[config.mk]
export PLATFORM = sky130hd
export DESIGN_NAME = alu_exec_unit
export DESIGN_NICKNAME = d
export VERILOG_FILES = /design/src/rtl/alu_exec_unit.sv
export SDC_FILE = /design/constraint.sdc
export NUM_CORES = 1
export LEC_CHECK = 0
export CORE_AREA = 2 2 180 129
export DETAILED_ROUTE_END_ITERATION = 6
export DIE_AREA = 0 0 182 131
export PLACE_DENSITY = 0.79
export SYNTH_ARGS = -nofsm -noshare
export SYNTH_HDL_FRONTEND = slang
export SYNTH_SLANG_ARGS = --single-unit
[constraint.sdc]
create_clock -name clk -period 5.4 [get_ports clk]
set_clock_uncertainty 0.1 [all_clocks]
set_input_delay 0.54 -clock clk [delete_from_list [all_inputs] [get_ports clk]]
set_output_delay 0.54 -clock clk [all_outputs]
set_load 0.03 [all_outputs]
[src/rtl/alu_exec_unit.sv]
// alu_exec_unit: RV32 execute stage -- operand-B mux, ALU operation decode and a
// 32-bit integer ALU with a registered result and zero flag.
// Optional feature macro: ALU_BRANCH_CMP_EN. When defined, BRANCH opcodes decode
// to dedicated compare operations producing a 0/1 taken value. When undefined,
// branches decode to SUB and branch resolution relies on the zero flag.

module alu_exec_unit (
    input  logic        clk,
    input  logic        reset,
    input  logic [31:0] instruction,
    input  logic [3:0]  alu_op,
    input  logic        alu_src,
    input  logic [31:0] imm,
    input  logic [31:0] rs1_data,
    input  logic [31:0] rs2_data,
    output logic [31:0] operand_b,
    output logic [3:0]  alu_decode,
    output logic [31:0] result,
    output logic        zero
);

    // Decoded operation codes
    localparam logic [3:0] OpAdd   = 4'd0;
    localparam logic [3:0] OpSub   = 4'd1;
    localparam logic [3:0] OpSll   = 4'd2;
    localparam logic [3:0] OpSlt   = 4'd3;
    localparam logic [3:0] OpSltu  = 4'd4;
    localparam logic [3:0] OpXor   = 4'd5;
    localparam logic [3:0] OpSrl   = 4'd6;
    localparam logic [3:0] OpSra   = 4'd7;
    localparam logic [3:0] OpOr    = 4'd8;
    localparam logic [3:0] OpAnd   = 4'd9;
    localparam logic [3:0] OpPassB = 4'd10;
    localparam logic [3:0] OpBeq   = 4'd11;
    localparam logic [3:0] OpBne   = 4'd12;
    localparam logic [3:0] OpBge   = 4'd13;
    localparam logic [3:0] OpBgeu  = 4'd14;
    localparam logic [3:0] OpRsvd  = 4'd15;

    // Control-unit ALU opcodes
    localparam logic [3:0] AluMem    = 4'b0000;
    localparam logic [3:0] AluBranch = 4'b0001;
    localparam logic [3:0] AluRtype  = 4'b0010;
    localparam logic [3:0] AluItype  = 4'b0011;
    localparam logic [3:0] AluLui    = 4'b0100;

    logic [2:0]  funct3;
    logic        bit30;
    logic [4:0]  shamt;
    logic [31:0] alu_res;
    logic [31:0] result_q;
    logic        zero_q;

    assign funct3 = instruction[14:12];
    assign bit30  = instruction[30];

    // Instruction bits outside funct3 and bit 30 are not needed here
    logic unused_instr;
    assign unused_instr = ^{instruction[31], instruction[29:15], instruction[11:0]};

    // Operand-B selection: register or immediate
    always_comb begin
        operand_b = alu_src ? imm : rs2_data;
    end

    // Operation decode from ALU opcode and funct fields
    always_comb begin
        alu_decode = OpAdd;
        unique case (alu_op)
            AluMem: alu_decode = OpAdd;
            AluBranch: begin
`ifdef ALU_BRANCH_CMP_EN
                case (funct3)
                    3'b000:  alu_decode = OpBeq;
                    3'b001:  alu_decode = OpBne;
                    3'b100:  alu_decode = OpSlt;
                    3'b101:  alu_decode = OpBge;
                    3'b110:  alu_decode = OpSltu;
                    3'b111:  alu_decode = OpBgeu;
                    default: alu_decode = OpRsvd;
                endcase
`else
                alu_decode = OpSub;
`endif
            end
            AluRtype, AluItype: begin
                case (funct3)
                    // I-type never subtracts; bit 30 is part of the immediate there
                    3'b000:  alu_decode = (bit30 && alu_op == AluRtype) ? OpSub : OpAdd;
                    3'b001:  alu_decode = OpSll;
                    3'b010:  alu_decode = OpSlt;
                    3'b011:  alu_decode = OpSltu;
                    3'b100:  alu_decode = OpXor;
                    3'b101:  alu_decode = bit30 ? OpSra : OpSrl;
                    3'b110:  alu_decode = OpOr;
                    default: alu_decode = OpAnd;
                endcase
            end
            AluLui:  alu_decode = OpPassB;
            default: alu_decode = OpAdd;
        endcase
    end

    assign shamt = operand_b[4:0];

    // Combinational ALU datapath
    always_comb begin
        alu_res = '0;
        unique case (alu_decode)
            OpAdd:   alu_res = rs1_data + operand_b;
            OpSub:   alu_res = rs1_data - operand_b;
            OpSll:   alu_res = rs1_data << shamt;
            OpSlt:   alu_res = {31'd0, $signed(rs1_data) < $signed(operand_b)};
            OpSltu:  alu_res = {31'd0, rs1_data < operand_b};
            OpXor:   alu_res = rs1_data ^ operand_b;
            OpSrl:   alu_res = rs1_data >> shamt;
            OpSra:   alu_res = $unsigned($signed(rs1_data) >>> shamt);
            OpOr:    alu_res = rs1_data | operand_b;
            OpAnd:   alu_res = rs1_data & operand_b;
            OpPassB: alu_res = operand_b;
            OpBeq:   alu_res = {31'd0, rs1_data == operand_b};
            OpBne:   alu_res = {31'd0, rs1_data != operand_b};
            OpBge:   alu_res = {31'd0, $signed(rs1_data) >= $signed(operand_b)};
            OpBgeu:  alu_res = {31'd0, rs1_data >= operand_b};
            default: alu_res = '0;
        endcase
    end

    // Result and zero flag registers; synchronous active-low reset wins
    always_ff @(posedge clk) begin
        if (!reset) begin
            result_q <= '0;
            zero_q   <= 1'b1;
        end else begin
            result_q <= alu_res;
            zero_q   <= (alu_res == '0);
        end
    end

    assign result = result_q;
    assign zero   = zero_q;

endmodule

* Word-level counts from Yosys, hierarchy flattened
Index checks and enable logic that the tools add are counted.
Operators by class: multiplexer cells 6, bitwise gates (word level) 3, order comparisons 4, add/subtract/negate cells 2, equal/unequal tests 26, reductions and logical operators 5, shifts and indexed selects 3
Operators by type and width (count):
- 32-bit case mux with 15 select lines | 1
- 32-bit >= comparator | 2
- 32-bit less-than comparator | 2
- 32-bit adder | 1
- 32-bit AND | 1
- 32-bit equality test | 1
- 32-bit zero test | 1
- 32-bit 2-to-1 mux | 1
- 32-bit != test | 1
- 32-bit OR | 1
- 32-bit by 5-bit << shifter with 32-bit output | 1
- 32-bit by 5-bit >> shifter with 32-bit output | 1
- 32-bit by 5-bit >>> shifter with 32-bit output | 1
- 32-bit subtractor | 1
- 32-bit bitwise XOR | 1
- 4-bit equality test (second input constant) | 7
- 4-bit case mux with 7 select lines | 1
- 4-bit by 3-bit equality test with 1-bit output (second input constant) | 5
- 4-bit by 2-bit equality test with 1-bit output (second input constant) | 4
- 4-bit case mux with 3 select lines | 1
- 3-bit equality test (second input constant) | 3
- 4-bit by 1-bit equality test with 1-bit output (second input constant) | 2
- 3-bit by 2-bit equality test with 1-bit output (second input constant) | 2
- 4-bit zero test | 1
- 5 further kinds | 6
Word-level totals: output and inout port bits 69, input bits 135, register bits after elaboration 33, word-level logic and storage cells 51

* Longest topological paths before layout
depth in word-level cells 8, depth in mapped cells 19, mapped depth without buffers 16

* Worst setup path before layout
No wires, ideal clock.
kind input to register, start input port alu_src, end register zero_q, in the netlist zero, cell stages on the path 18, path buffers 5, arrival time 5.178 ns, required time 5.204 ns, slack 0.026 ns, setup time 0.096 ns, cells stage by stage buf_4 buf_1 clkbuf_1 clkbuf_1 mux2i_1 ha_1 clkbuf_1 nor2_1 o21ai_0 a21boi_0 nor4_1 or4_1 or4_1 a211oi_2 nand4_1 nor4_2 nand4_1 o41ai_2
On the way: cells in the longest elaborated chain, start to end 4, elaborated cells on any way between the ends 17, classes of those cells add/sub (2); order compare (4); eq/ne (2); shift (3); mux (2); bitwise (3); reduce/logical (1)
RTL lines:
- start, declared | RTL line 12 | input logic alu_src,
- 32-bit 2-to-1 mux (*) | RTL line 63 | operand_b = alu_src ? imm : rs2_data;
- 32-bit subtractor (tied with other cells) | RTL line 111 | OpSub: alu_res = rs1_data - operand_b;
- 32-bit case mux with 15 select lines (*) | RTL line 109 | unique case (alu_decode)
- 32-bit zero test (*) | RTL line 136 | zero_q <= (alu_res == '0);
- end signal, assigned | RTL line 136
- end, declared | RTL line 52 | logic zero_q;
Mark *: on every way between the ends. The rest lies on a longest branch, timed or not. A chain may end at the register's enable or synchronous reset.

* Worst setup path in the final report
start input port rs2_data[0], end register zero_q, in the netlist zero
On the way: cells in the longest elaborated chain, start to end 4, elaborated cells on any way between the ends 17, classes of those cells add/sub (2); order compare (4); eq/ne (2); shift (3); mux (2); bitwise (3); reduce/logical (1)
RTL lines:
- start, declared | RTL line 15 | input logic [31:0] rs2_data,
- 32-bit 2-to-1 mux (*) | RTL line 63
- 32-bit subtractor (tied with other cells) | RTL line 111
- 32-bit case mux with 15 select lines (*) | RTL line 109
- 32-bit zero test (*) | RTL line 136
Marks and branches as above.

==> impl_metrics.json <==
{
  "netlist_area_mm2": 0.0109,
  "ios": 204,
  "min_delay_path_depth": 2,
  "viasPerCell": 7.17,
  "drt_iter0_markers": 2127,
  "num_rows": 46,
  "required_ns": 5.49,
  "slew_headroom_pct": 15.0,
  "clk_pin_slew_ns": 0.05,
  "setup_viol": 0,
  "ys_warn_count": 0,
  "clk_path_buf_depth": 2,
  "drive_gt1_share_pct": 13.5,
  "hold_viol_final": 0,
  "irDropWorstVdd_mv": 0.148,
  "clock.fmax_ghz": 0.193,
  "slew_viol_final": 0,
  "synth_seq_cells": 33,
  "p_total_mw": 2.58,
  "met3WireLength_mm": 8.62,
  "nFillCells": 2091,
  "wl_met2_mm": 23.7,
  "crit_fanout": 6,
  "syn2layout_area_growth_pct": 26.8,
  "grt-ovfl-total": 0,
  "first_global_vias": 13545,
  "avgSynthCellArea_um2": 7.19,
  "antenna_found_initial": 1,
  "final_antenna_net_count": 0,
  "tightestPinTransition_ns": 1.26,
  "p_per_area_mw_per_mm2": 187,
  "top_layer_used": "met5",
  "core_area_mm2": 0.0222,
  "grt_max_degree": 48,
  "root_buffer": "clkbuf_16",
  "min_to": "zero",
  "synth-async-reset-ratio_pct": 0,
  "netlist-cell-type-count": 85,
  "globalplace.congestion": 1.11,
  "hold_slack_ns": 1.28,
  "cts.sinks": 33,
  "dieHeight_um": 131,
  "finalCriticalPeriod_ns": 5.17,
  "initial_core_util_pct": 48.9,
  "crit_arrival_ns": 5.26,
  "yosysSeqAreaShare_pct": 6.08,
  "htreeDepth": 2,
  "rsz0062_at_grt": "false",
  "p_leak_nw": 5.65,
  "die_w_um": 182,
  "fin_nets": 1962,
  "grt.total_usage_pct": 47.7,
  "detail_route.wl_per_cell_um": 28.9,
  "min-delay-start": "reset",
  "vias": 14439,
  "postSynthCellCount": 1511,
  "synth_edf_count": 0,
  "numCtsBuffers": 5,
  "timing.max_cap.violations": 0,
  "fin_crit_sh_pct": 95.8,
  "end_kind": "register",
  "hp-class": "input port to register",
  "path_class": "input port to register",
  "drt-total-wl_mm": 58.2,
  "critPathLaunchType": "input port",
  "cts_hold_buffers": 0,
  "port_buffers": 175,
  "drc": 0,
  "cts_tree": "built",
  "wl_met1_mm": 21.9,
  "ys.flop_type": "dfxtp_1",
  "die-area_mm2": 0.0238,
  "synth_nets": 1748,
  "status": "finished clean",
  "antenna_cells": 0,
  "firstDrtPassIters": 6,
  "place_hpwl_mm": 46.4,
  "grt_pass1_wl_mm": 85.3
}
[synth_stat cells (15+ instances only)]
library cell  number  area (µm²)
a211oi_1          40         300
a21oi_1          124         621
a31oi_1           16         100
and2_1            16         100
clkbuf_1          67         251
dfxtp_1           33         661
ha_1             100        1250
inv_1             93         349
mux2i_1           84         841
mux4_2            42         946
nand2_1          145         544
nand3_1           38         190
nor2_1           127         477
nor2b_1           32         200
nor3_1            44         220
nor4_1            17         106
o211ai_1          42         315
o21ai_0           97         485
o22ai_1           15        93.8
xnor2_1           19         166
[metrics by stage]
| step | setup TNS, ns | area, µm² | util, % | cells | setup slack (ns) |
|---|---|---|---|---|---|
| 2_1_floorplan | 0 | 10900 | - | 1511 | 0.0264 |
| 3_3_place_gp | 0 | 13600 | 61.3 | 2006 | 0.00787 |
| 3_5_place_dp | -0.0809 | 13600 | 61.3 | 2006 | -0.0809 |
| 4_1_cts | 0 | 13800 | 62.0 | 2014 | 0.211 |
| 5_1_grt | 0 | 13800 | 62.0 | 2014 | 0.0101 |
| 6_report | 0 | 13800 | 62.0 | 2014 | 0.228 |
[flip-flops by register name, summed over array words and instances (netlist names)]
| register | count |
|---|---|
| result | 32 |
| zero | 1 |
[placed cells by master, fill, tap and decap left out, types with 38 or more instances in the layout]
master,instances
a21oi_1,124
nor2_1,125
a211oi_1,40
buf_4,133
o211ai_1,42
mux2i_1,82
clkdlybuf4s50_1,174
nand2_1,145
nand3_1,38
o21ai_0,96
inv_1,93
nor3_1,44
mux4_2,42
ha_1,100
[cell families (layout without fill, tap and decap cells)]
group | after synthesis | count (layout) | synth area share [%]
AOI/OAI and AO/OA | 512 | 512 | 31.8
and+or+nand+nor | 491 | 491 | 21.7
buffers and inverters | 204 | 419 | 7.74
muxes | 145 | 145 | 18.8
adders and majority gates | 102 | 102 | 11.9
DFF | 33 | 33 | 6.08
xor gates and xnor gates | 24 | 24 | 1.94
[final cells by class]
class                           count  area (µm²)  share of cell area, %
Clock buffer                        6         129                  0.936
Inverter                           99         374                   2.72
Multi-Input combinational cell   1274        9420                   68.4
Sequential cell                    33         661                   4.80
Clock inverter                      2        10.0                 0.0727
Tap cell                          288         360                   2.62
Timing Repair Buffer              312        2830                   20.5
[how the worst max path moves through the flow]
stage	cells after the start	end	start
global route	20	zero	imm[0]
global placement	17	zero	rs2_data[0]
finish	17	zero	rs2_data[0]
detailed placement	17	zero	imm[0]
CTS	17	zero	imm[0]
floorplan	18	zero	alu_src
[report_power, final]
group | switching [mW] | leakage, nW | internal [mW] | total [mW]
logic | 1.23 | 5.31 | 0.760 | 1.99
registers | 0.0114 | 0.275 | 0.285 | 0.296
clock network | 0.117 | 0.0706 | 0.170 | 0.287
[metal layers]
metal,up-vias,global-route usage (%)
met5,-,1.60
met4,2,26.8
li1,6151,-
met1,6676,62.2
met2,1338,71.5
met3,272,13.2
[timing repair]
item / CTS / global route
setup buffers: 0 / 0
setup endpoints to repair: 0 / 1
resized for setup: 0 / 2
[worst max-delay path, stage by stage]
cell and delay, ns:
clkdlybuf4s50_1 0.49, mux2i_4 0.27, inv_4 0.09, ha_1 0.22
fa_1 0.41, nor3_1 0.27, o311ai_0 0.27, o21ai_1 0.25
nor4_1 0.08, or4_1 0.52, or4_1 0.49, a211oi_2 0.26
nand4_1 0.19, nor4_4 0.29, buf_4 0.17, nand4_1 0.11
o41ai_2 0.34
Note: power is estimated with default switching activity, not from simulation.
